<file path="src/rtl/idelay_pkg.sv">
// Shared types and constants for the IDELAYE2 tap loader.
package idelay_pkg;

  typedef enum logic [2:0] {
    StIdle,
    StWaitRdy,
    StPipe,
    StLoad,
    StSettle,
    StCheck
  } state_e;

  localparam logic [1:0] ERR_NONE     = 2'd0;
  localparam logic [1:0] ERR_MISMATCH = 2'd1;
  localparam logic [1:0] ERR_TIMEOUT  = 2'd2;
  localparam logic [1:0] ERR_RDYLOST  = 2'd3;

  localparam int unsigned CNT_W = 16;

endpackage

</file>
<file path="src/rtl/idelay_tap_loader_if.sv">
// Request/status bundle between a delay requester and the tap loader.
interface idelay_tap_loader_if #(
  parameter int unsigned TAP_W = 5
);
  logic             req_valid;
  logic             req_ready;
  logic [TAP_W-1:0] req_tap;
  logic             busy;
  logic             done;
  logic             err;
  logic [1:0]       err_code;
  logic [TAP_W-1:0] cur_tap;

  modport master (
    output req_valid, req_tap,
    input  req_ready, busy, done, err, err_code, cur_tap
  );

  modport slave (
    input  req_valid, req_tap,
    output req_ready, busy, done, err, err_code, cur_tap
  );
endinterface

</file>
<file path="src/rtl/tap_cycle_cnt.sv">
// Clear/enable cycle counter with a terminal-compare flag.
module tap_cycle_cnt #(
  parameter int unsigned W = 16
) (
  input  logic         clk,
  input  logic         rstn,
  input  logic         clr_i,
  input  logic         en_i,
  input  logic [W-1:0] limit_i,
  output logic         tc_o
);
  logic [W-1:0] cnt_q, cnt_d;

  always_comb begin
    cnt_d = cnt_q;
    if (clr_i) begin
      cnt_d = '0;
    end else if (en_i) begin
      cnt_d = cnt_q + W'(1);
    end
  end

  always_ff @(posedge clk or negedge rstn) begin
    if (!rstn) begin
      cnt_q <= '0;
    end else begin
      cnt_q <= cnt_d;
    end
  end

  assign tc_o = (cnt_q == limit_i);
endmodule

</file>
<file path="src/rtl/idelay_tap_loader.sv">
// Loads a requested tap into an IDELAYE2 (VAR_LOAD/PIPE_SEL) and confirms it by readback.
module idelay_tap_loader
  import idelay_pkg::*;
#(
  parameter int unsigned TAP_W       = 5,
  parameter int unsigned MAX_TAP     = 31,
  parameter int unsigned SETTLE_CYC  = 8,
  parameter int unsigned RDY_TIMEOUT = 1023
) (
  input  logic                clk,
  input  logic                rstn,
  idelay_tap_loader_if.slave  req,
  input  logic                dly_rdy,
  input  logic [TAP_W-1:0]    cntvalueout,
  output logic [TAP_W-1:0]    cntvaluein,
  output logic                ldpipeen,
  output logic                ld
);
  localparam logic [TAP_W-1:0] MaxTap = TAP_W'(MAX_TAP);

  state_e           state_q, state_d;
  logic [TAP_W-1:0] tap_q, tap_d;
  logic [TAP_W-1:0] cur_q, cur_d;
  logic [1:0]       code_q, code_d;
  logic [TAP_W-1:0] sat_tap;
  logic             cnt_clr, cnt_en, cnt_tc;
  logic [CNT_W-1:0] cnt_lim;

  assign sat_tap = (req.req_tap > MaxTap) ? MaxTap : req.req_tap;

  // Counter starts at zero on entry, so the terminal value is (cycles - 1) for SETTLE;
  // WAIT_RDY gives up after RDY_TIMEOUT + 1 cycles spent waiting.
  assign cnt_lim = (state_q == StWaitRdy) ? CNT_W'(RDY_TIMEOUT) : CNT_W'(SETTLE_CYC - 1);

  tap_cycle_cnt #(
    .W(CNT_W)
  ) u_cnt (
    .clk    (clk),
    .rstn   (rstn),
    .clr_i  (cnt_clr),
    .en_i   (cnt_en),
    .limit_i(cnt_lim),
    .tc_o   (cnt_tc)
  );

  always_comb begin
    state_d = state_q;
    tap_d   = tap_q;
    cur_d   = cur_q;
    code_d  = code_q;
    cnt_clr = 1'b1;
    cnt_en  = 1'b0;
    unique case (state_q)
      StIdle: begin
        if (req.req_valid) begin
          tap_d   = sat_tap;
          code_d  = ERR_NONE;
          state_d = StWaitRdy;
        end
      end
      StWaitRdy: begin
        cnt_clr = 1'b0;
        cnt_en  = 1'b1;
        if (dly_rdy) begin
          state_d = StPipe;
        end else if (cnt_tc) begin
          code_d  = ERR_TIMEOUT;
          state_d = StCheck;
        end
      end
      StPipe: begin
        if (!dly_rdy) begin
          code_d  = ERR_RDYLOST;
          state_d = StCheck;
        end else begin
          state_d = StLoad;
        end
      end
      StLoad: begin
        if (!dly_rdy) begin
          code_d  = ERR_RDYLOST;
          state_d = StCheck;
        end else begin
          state_d = StSettle;
        end
      end
      StSettle: begin
        cnt_clr = 1'b0;
        cnt_en  = 1'b1;
        if (!dly_rdy) begin
          code_d  = ERR_RDYLOST;
          state_d = StCheck;
        end else if (cnt_tc) begin
          // Readback is sampled on the last settle cycle so err/err_code come from flops.
          if (cntvalueout != tap_q) begin
            code_d = ERR_MISMATCH;
          end
          state_d = StCheck;
        end
      end
      StCheck: begin
        if (code_q == ERR_NONE) begin
          cur_d = tap_q;
        end
        state_d = StIdle;
      end
      default: state_d = StIdle;
    endcase
  end

  always_ff @(posedge clk or negedge rstn) begin
    if (!rstn) begin
      state_q <= StIdle;
      tap_q   <= '0;
      cur_q   <= '0;
      code_q  <= ERR_NONE;
    end else begin
      state_q <= state_d;
      tap_q   <= tap_d;
      cur_q   <= cur_d;
      code_q  <= code_d;
    end
  end

  assign req.req_ready = (state_q == StIdle);
  assign req.busy      = (state_q != StIdle);
  assign req.done      = (state_q == StCheck);
  assign req.err       = (state_q == StCheck) && (code_q != ERR_NONE);
  assign req.err_code  = code_q;
  assign req.cur_tap   = cur_q;
  assign cntvaluein    = tap_q;
  assign ldpipeen      = (state_q == StPipe);
  assign ld            = (state_q == StLoad);
endmodule

</file>
<file path="src/flat_wrapper.sv">
// flat-port wrapper written by rule: the top's interface ports become plain ports
module idelay_tap_loader_flat import idelay_pkg::*;
#(
  parameter int unsigned TAP_W       = 5,
  parameter int unsigned MAX_TAP     = 31,
  parameter int unsigned SETTLE_CYC  = 8,
  parameter int unsigned RDY_TIMEOUT = 1023
)
  (clk, rstn, dly_rdy, cntvalueout, cntvaluein, ldpipeen, ld, req_req_valid, req_req_tap, req_req_ready, req_busy, req_done, req_err, req_err_code, req_cur_tap);
  idelay_tap_loader_if #(.TAP_W(TAP_W)) req_i ();
  input  logic clk;
  input  logic rstn;
  input  logic dly_rdy;
  input  logic [TAP_W-1:0] cntvalueout;
  output logic [TAP_W-1:0] cntvaluein;
  output logic ldpipeen;
  output logic ld;
  input wire logic [$bits(req_i.req_valid)-1:0] req_req_valid;
  input wire logic [$bits(req_i.req_tap)-1:0] req_req_tap;
  output wire logic [$bits(req_i.req_ready)-1:0] req_req_ready;
  output wire logic [$bits(req_i.busy)-1:0] req_busy;
  output wire logic [$bits(req_i.done)-1:0] req_done;
  output wire logic [$bits(req_i.err)-1:0] req_err;
  output wire logic [$bits(req_i.err_code)-1:0] req_err_code;
  output wire logic [$bits(req_i.cur_tap)-1:0] req_cur_tap;
  assign req_i.req_valid = req_req_valid;
  assign req_i.req_tap = req_req_tap;
  assign req_req_ready = req_i.req_ready;
  assign req_busy = req_i.busy;
  assign req_done = req_i.done;
  assign req_err = req_i.err;
  assign req_err_code = req_i.err_code;
  assign req_cur_tap = req_i.cur_tap;
  idelay_tap_loader #(.TAP_W(TAP_W), .MAX_TAP(MAX_TAP), .SETTLE_CYC(SETTLE_CYC), .RDY_TIMEOUT(RDY_TIMEOUT)) u_core (.clk(clk), .rstn(rstn), .req(req_i), .dly_rdy(dly_rdy), .cntvalueout(cntvalueout), .cntvaluein(cntvaluein), .ldpipeen(ldpipeen), .ld(ld));
endmodule
</file>
<file path="config.mk">
export PLATFORM = sky130hd
export DESIGN_NAME = idelay_tap_loader_flat
export DESIGN_NICKNAME = d
export VERILOG_FILES = /design/src/rtl/idelay_pkg.sv /design/src/rtl/idelay_tap_loader_if.sv /design/src/rtl/tap_cycle_cnt.sv /design/src/rtl/idelay_tap_loader.sv /design/src/flat_wrapper.sv
export SDC_FILE = /design/constraint.sdc
export NUM_CORES = 1
export LEC_CHECK = 0
export BUFFER_PORTS_ARGS = -buffer_cell sky130_fd_sc_hd__buf_2
export CORE_MARGIN = 4
export CORE_UTILIZATION = 23
export DETAILED_ROUTE_END_ITERATION = 12
export PLACE_DENSITY = 0.37
export SLEW_MARGIN = 40
export SYNTH_ARGS = -nofsm -noshare
export SYNTH_HDL_FRONTEND = slang
export SYNTH_SLANG_ARGS = --single-unit
</file>
<file path="constraint.sdc">
create_clock -name clk -period 2.9 [get_ports clk]
set_clock_uncertainty 0.15 [all_clocks]
set_input_delay 0.435 -clock clk [delete_from_list [all_inputs] [get_ports clk]]
set_output_delay 0.435 -clock clk [all_outputs]
set_load 0.005 [all_outputs]
</file>
==> results_dict.tcl, run 1 <==
set metrics [dict create \
    outcome "finished, final reports clean" \
    synth-edff-count 0 \
    core_area_um2 6760 \
    setup_violations 0 \
    synth.ff_latch_count 31 \
    synth_commonest_cells "dfrtp_1 (31), nor2_1 (22), xor2_1 (13)" \
    clkSinkCount 31 \
    first_iter_violations 54 \
    power_frac_comb 0.339 \
    wl_per_cell_um 12.9 \
    fin_area_um2 1950 \
    overflow 0 \
    antenna_found_initial 0 \
    synth_warnings 0 \
    grt_max_degree 32 \
    fill_cells 722 \
    crit_path_start_kind "register" \
    synth_area_um2 1600 \
    dp_hpwl_um 2550 \
    cts_root_buffer "clkbuf_8" \
    nets 203 \
    hp-class "primary input to register" \
    ys.flop_type "dfrtp_1" \
    swShare 0.344 \
    wirelength_um 3480 \
    die-area_um2 8340 \
    fin_crit_sh 0.722 \
    grt_pass1_vias 1232 \
    place.port_buffers 31 \
    tightest_slew_ns 0.625 \
    synth_top_area_frac 0.486 \
    leakagePower_nw 0.890 \
    syn_avg_cell_area_um2 10.4 \
    viasPerCell 4.51 \
    syn_to_final_growth_pct 22.3 \
    synth_area_leaders "dfrtp_1 (49%), xor2_1 (7.1%), mux2_2 (7.0%), nor2_1 (5.2%), xnor2_1 (3.3%)" \
    ant_nets 0 \
    pwr_density_cell_nw_per_um2 864 \
    track_usage 0.0894 \
    endpoint_kind "primary output" \
    cp.required_ns 2.32 \
    synthArstFlopShare 1.00 \
    initial_core_util 0.236 \
    die_h_um 91.3 \
    yosys.area.top_type "dfrtp_1" \
    firstDrtPassIters 4 \
    p_total_w 0.00169 \
    rsz0062_at_grt "false" \
    synth_most_common_cell "dfrtp_1" \
    cts_tree "done" \
    max_slew_margin 0.583 \
    cp_max_fo 12 \
    cts_max_path_buffers 2 \
    min_period_ns 2.09 \
    clkPwrFrac 0.262 \
    fmax_mhz 477 \
    htree_levels 2 \
    syn_inst 154 \
    p_sw_w 0.000581 \
    final.setup.tns_ns 0 \
    num_rows 30 \
    synth_cell_types 35 \
    diodes 0 \
    vias 1214 \
    crit_type "register to primary output" \
    cp.arrival_ns 1.51 \
    post_cts_buffers 0 \
    drc 0 \
    irDropWorstVdd_v 0.000261 \
    place.gp.congestion 0.770 \
    intPower_w 0.00111 \
    hold_viol 0 \
    die_w_um 91.3 \
    cts_buffers 5 \
    clk_latency_ns 0.28 \
    ys_seq_area_frac 0.486 \
    ios 32 \
    synthesis.nets 169 \
    cts_resized 0 \
    cts.clk_slew.worst_paths_ns 0.07 \
    dpl_cell_area_um2 1820 \
    grt_pass1_wl_um 6060 \
    maxCapViolations 0 \
    seqPwrFrac 0.398 \
    drive_above_1_share 0.307 \
    maxSlewViolCount 0 \
]
==> registers in the layout (all words and copies together), names as in the netlist <==
| name | count |
|---|---|
| u_core.u_cnt.cnt_q | 16 |
| u_core.req.err_code | 2 |
| u_core.state_q | 3 |
| u_core.cntvaluein | 5 |
| u_core.req.cur_tap | 5 |
==> stage by stage <==
stage / worst slack (ns) / std cells / util / hold WS (ns)
after detailed placement: 0.983 / 260 / 0.270 / 0.325
after CTS: 0.760 / 268 / 0.287 / 0.0816
after global placement: 1.02 / 260 / 0.270 / 0.320
final: 0.805 / 269 / 0.289 / 0.231
after floorplan: 1.13 / 154 / - / -0.0106
after global routing: 0.645 / 269 / 0.289 / 0.226
==> cells in the final DEF (no fill, tap or decap), drive strengths merged, types with 2 or more instances in the layout <==
cell,netlist,layout
dfrtp,31,31
buf,3,31
nor2,23,23
xor2,13,13
mux2,12,12
nand2,9,9
o21ai,7,7
inv,6,6
xnor2,6,6
clkbuf,2,6
nand4,5,5
a21oi,5,5
nor4,4,4
nor3,4,4
nand2b,3,3
nand3,3,3
and4,3,3
or3,3,3
and2,2,2
==> metal layers <==
layer | up-vias | global-route usage | share of wire
met2 | 22 | 0.145 | 0.50
met3 | 4 | 0.0249 | 0.031
li1 | 597 | - | -
met1 | 591 | 0.111 | 0.45
met5 | - | 0 | 0
met4 | 0 | 0.0377 | 0.017
==> cell type report <==
type,count,area (um^2),share of cell area
clock inverter,2,35.0,0.0179
timing repair buffer,32,168,0.0858
sequential,31,776,0.397
clock buffer,6,82.6,0.0423
inverter,6,22.5,0.0115
multi-input combinational,112,771,0.394
tap,80,100,0.0512
==> critical path, stage by stage (launching register included) <==
cell and delay, ns:
dfrtp_1 0.52, nor2_1 0.34, nand2_1 0.19, inv_1 0.08
buf_2 0.11
==> timing repair <==
| item | 4_1_cts | 5_1_grt |
|---|---|---|
| hold buffers | 0 | 1 |
| setup endpoints to repair | 0 | 0 |
| endpoints found under the hold margin | 0 | 31 |
==> path summary, 6_finish.rpt <==
path                                        from                     end  slack [ns]  depth (start not counted)
min in group asynchronous                   rstn  u_core.req.err_code[0]        0.47                          2
hold reg to reg            u_core.u_cnt.cnt_q[0]   u_core.u_cnt.cnt_q[0]        0.33                          1
setup reg to reg               u_core.state_q[1]  u_core.req.err_code[1]        0.97                          5
hold / removal                    req_req_tap[2]    u_core.cntvaluein[2]        0.23                          2
setup / recovery               u_core.state_q[1]           req_req_ready        0.81                          4
max in group asynchronous                   rstn  u_core.u_cnt.cnt_q[12]        1.82                          2
==> kinds of logic after synthesis <==
logic type	share of synthesized area
adders and majority gates	0.00783
muxes	0.0955
AOI/OAI and AO/OA	0.0595
DFF	0.486
buffers and inverters	0.0321
xor gates and xnor gates	0.104
and+or+nand+nor	0.215
==> power groups by stage <==
stage	logic, W	clock network [W]	registers, W
after floorplan	0.000439	0	0.000635
after global placement	0.000582	0	0.000673
after detailed placement	0.000584	0	0.000682
after CTS	0.000587	0.000462	0.000673
after global routing	0.000648	0.000475	0.000696
final	0.000573	0.000443	0.000672
Note: power is estimated with default switching activity, not from simulation.
==> inputs of run 2 (changes only) <==
--- a/config.mk
+++ b/config.mk
@@ -9,7 +9,7 @@
 export CORE_MARGIN = 4
 export CORE_UTILIZATION = 23
 export DETAILED_ROUTE_END_ITERATION = 12
-export PLACE_DENSITY = 0.37
+export PLACE_DENSITY = 0.38
 export SLEW_MARGIN = 40
 export SYNTH_ARGS = -nofsm -noshare
 export SYNTH_HDL_FRONTEND = slang
==> constraint.sdc (replaced) <==
create_clock -name clk -period 1.7 [get_ports clk]
set_clock_uncertainty 0.15 [all_clocks]
set_input_delay 0.255 -clock clk [delete_from_list [all_inputs] [get_ports clk]]
set_output_delay 0.255 -clock clk [all_outputs]
set_load 0.005 [all_outputs]
==> results_dict.tcl, run 2 (same netlist as run 1, synthesis figures left out) <==
set metrics [dict create \
    fill_cells 694 \
    fin_crit_sh 1.06 \
    largest-register "u_core.u_cnt.cnt_q" \
    endpoint_kind "register" \
    r2r_end "u_core.req.err_code[1]" \
    hold_viol 0 \
    dpl_cell_area_um2 2050 \
    cts.clk_slew.worst_paths_ns 0.07 \
    grt_max_degree 32 \
    cp-endpoint "u_core.req.err_code[1]" \
    tightest_slew_ns 0.408 \
    viasPerCell 4.38 \
    nets 238 \
    leakagePower_nw 1.09 \
    grt_pass1_vias 1340 \
    ant_nets 0 \
    reg2reg_from "u_core.state_q[0]" \
    violations "negative setup slack" \
    place_inst 288 \
    rsz0062_at_grt "true" \
    cp.arrival_ns 1.82 \
    cts_max_path_buffers 2 \
    irDropWorstVdd_v 0.000530 \
    crit_path_start_kind "register" \
    track_usage 0.0953 \
    antenna_found_initial 0 \
    crit_start "u_core.state_q[0]" \
    overflow 0 \
    vias 1333 \
    drc 0 \
    cp.required_ns 1.72 \
    drive_above_1_share 0.478 \
    holdWs_ns 0.0615 \
    num_rows 30 \
    worstRegToRegCells 6 \
    wl_per_cell_um 12.7 \
    fmax_mhz 555 \
    clk_latency_ns 0.28 \
    p_total_w 0.00343 \
    min_period_ns 1.80 \
    place.gp.congestion 0.801 \
    crit_buf_inv 1 \
    die_w_um 91.3 \
    syn_to_final_growth_pct 44.3 \
    diodes 0 \
    pwr_density_cell_nw_per_um2 1490 \
    r2r_slack_ns -0.10 \
    place.port_buffers 31 \
    wirelength_um 3860 \
    maxCapViolations 0 \
    cts_buffers 5 \
    htree_levels 2 \
    cts_root_buffer "clkbuf_8" \
    path_common_cell "o21ai_2" \
    ios 32 \
    crit_family "simple AND/OR/NAND/NOR gates" \
    layout_common_cells "buf_2 (31), buf_4 (30), dfrtp_1 (30)" \
    clkSinkCount 31 \
    initial_core_util 0.236 \
    first_iter_violations 36 \
    final_common_cell "buf_2" \
    crit_cells 6 \
    cts_tree "done" \
    cp_max_fo 3 \
    die-area_um2 8340 \
    final_cells 304 \
    slowest_stage "or4_4" \
    max_slew_margin 0.728 \
    fin_area_um2 2310 \
    postLayoutCoreUtil 0.341 \
    worst_path_largest_cell_delay_ns 0.48 \
    path_cells "buf_6, or4_4, o21ai_2, a21oi_2, o21ai_2, mux2_4" \
    firstDrtPassIters 4 \
    die_h_um 91.3 \
    setup_slack_ns -0.102 \
    dp_hpwl_um 2850 \
    hp-class "primary input to register" \
    core_area_um2 6760 \
    outcome "complete, but fails checks" \
    setup_violations 5 \
    largest_register_ff_count 16 \
    crit_type "register to register" \
    maxSlewViolCount 0 \
    grt_pass1_wl_um 6320 \
]
==> run 2: cell types whose count changed in the layout (fill, tap and decap cells not counted), sizes merged <==
cell	delta
buf	+35
==> run 2: layout make-up <==
cell class                 instances  area [um^2]  share of cell area
inverter                           6         25.0              0.0109
clock buffer                       6         82.6              0.0358
sequential                        31          777               0.337
clock inverter                     2         35.0              0.0152
tap                               80          100              0.0434
timing repair buffer              67          455               0.198
multi-input combinational        112          831               0.360
==> run 2: how the worst min path moves through the flow <==
stage	cells after the start	to	slack (ns)	startpoint
after CTS	2	u_core.cntvaluein[3]	0.05	req_req_tap[3]
after detailed placement	2	u_core.state_q[2]	0.15	rstn
after floorplan	0	u_core.cntvaluein[0]	-0.19	rstn
after global routing	2	u_core.cntvaluein[3]	0.06	req_req_tap[3]
after global placement	2	u_core.req.err_code[0]	0.15	rstn
final	2	u_core.cntvaluein[3]	0.06	req_req_tap[3]
==> run 2: power by group <==
group	internal (W)	total, W	switching [W]	leakage, nW
logic	0.000901	0.00160	0.000696	0.626
clock network	0.000474	0.000737	0.000263	0.0612
registers	0.000932	0.00110	0.000166	0.403
total	0.00231	0.00343	0.00113	1.09
==> run 2: what timing repair did <==
| item | in CTS | in global routing |
|---|---|---|
| endpoints found under the hold margin | 31 | 0 |
| pin swaps | 0 | 11 |
| hold buffers | 1 | 0 |
| endpoints found under the setup margin | 14 | 11 |
| resized for setup | 6 | 15 |
| buffers inserted | 3 | 4 |
==> run 2: metrics by stage <==
stage,setup TNS (ns),setup slack [ns]
floorplan,-0.214,-0.0389
global placement,-0.110,-0.0552
detailed placement,-0.178,-0.0707
CTS,-0.425,-0.106
global route,-0.928,-0.164
finish,-0.384,-0.102
==> run 2: per-layer routing <==
layer | part of all wire | global-route usage | vias up | wire, um
met5 | 0 | 0 | - | 0
met4 | 0.022 | 0.0477 | 0 | 83
met3 | 0.019 | 0.0257 | 6 | 73
met2 | 0.52 | 0.162 | 15 | 2010
met1 | 0.44 | 0.110 | 648 | 1690
li1 | - | - | 664 | -
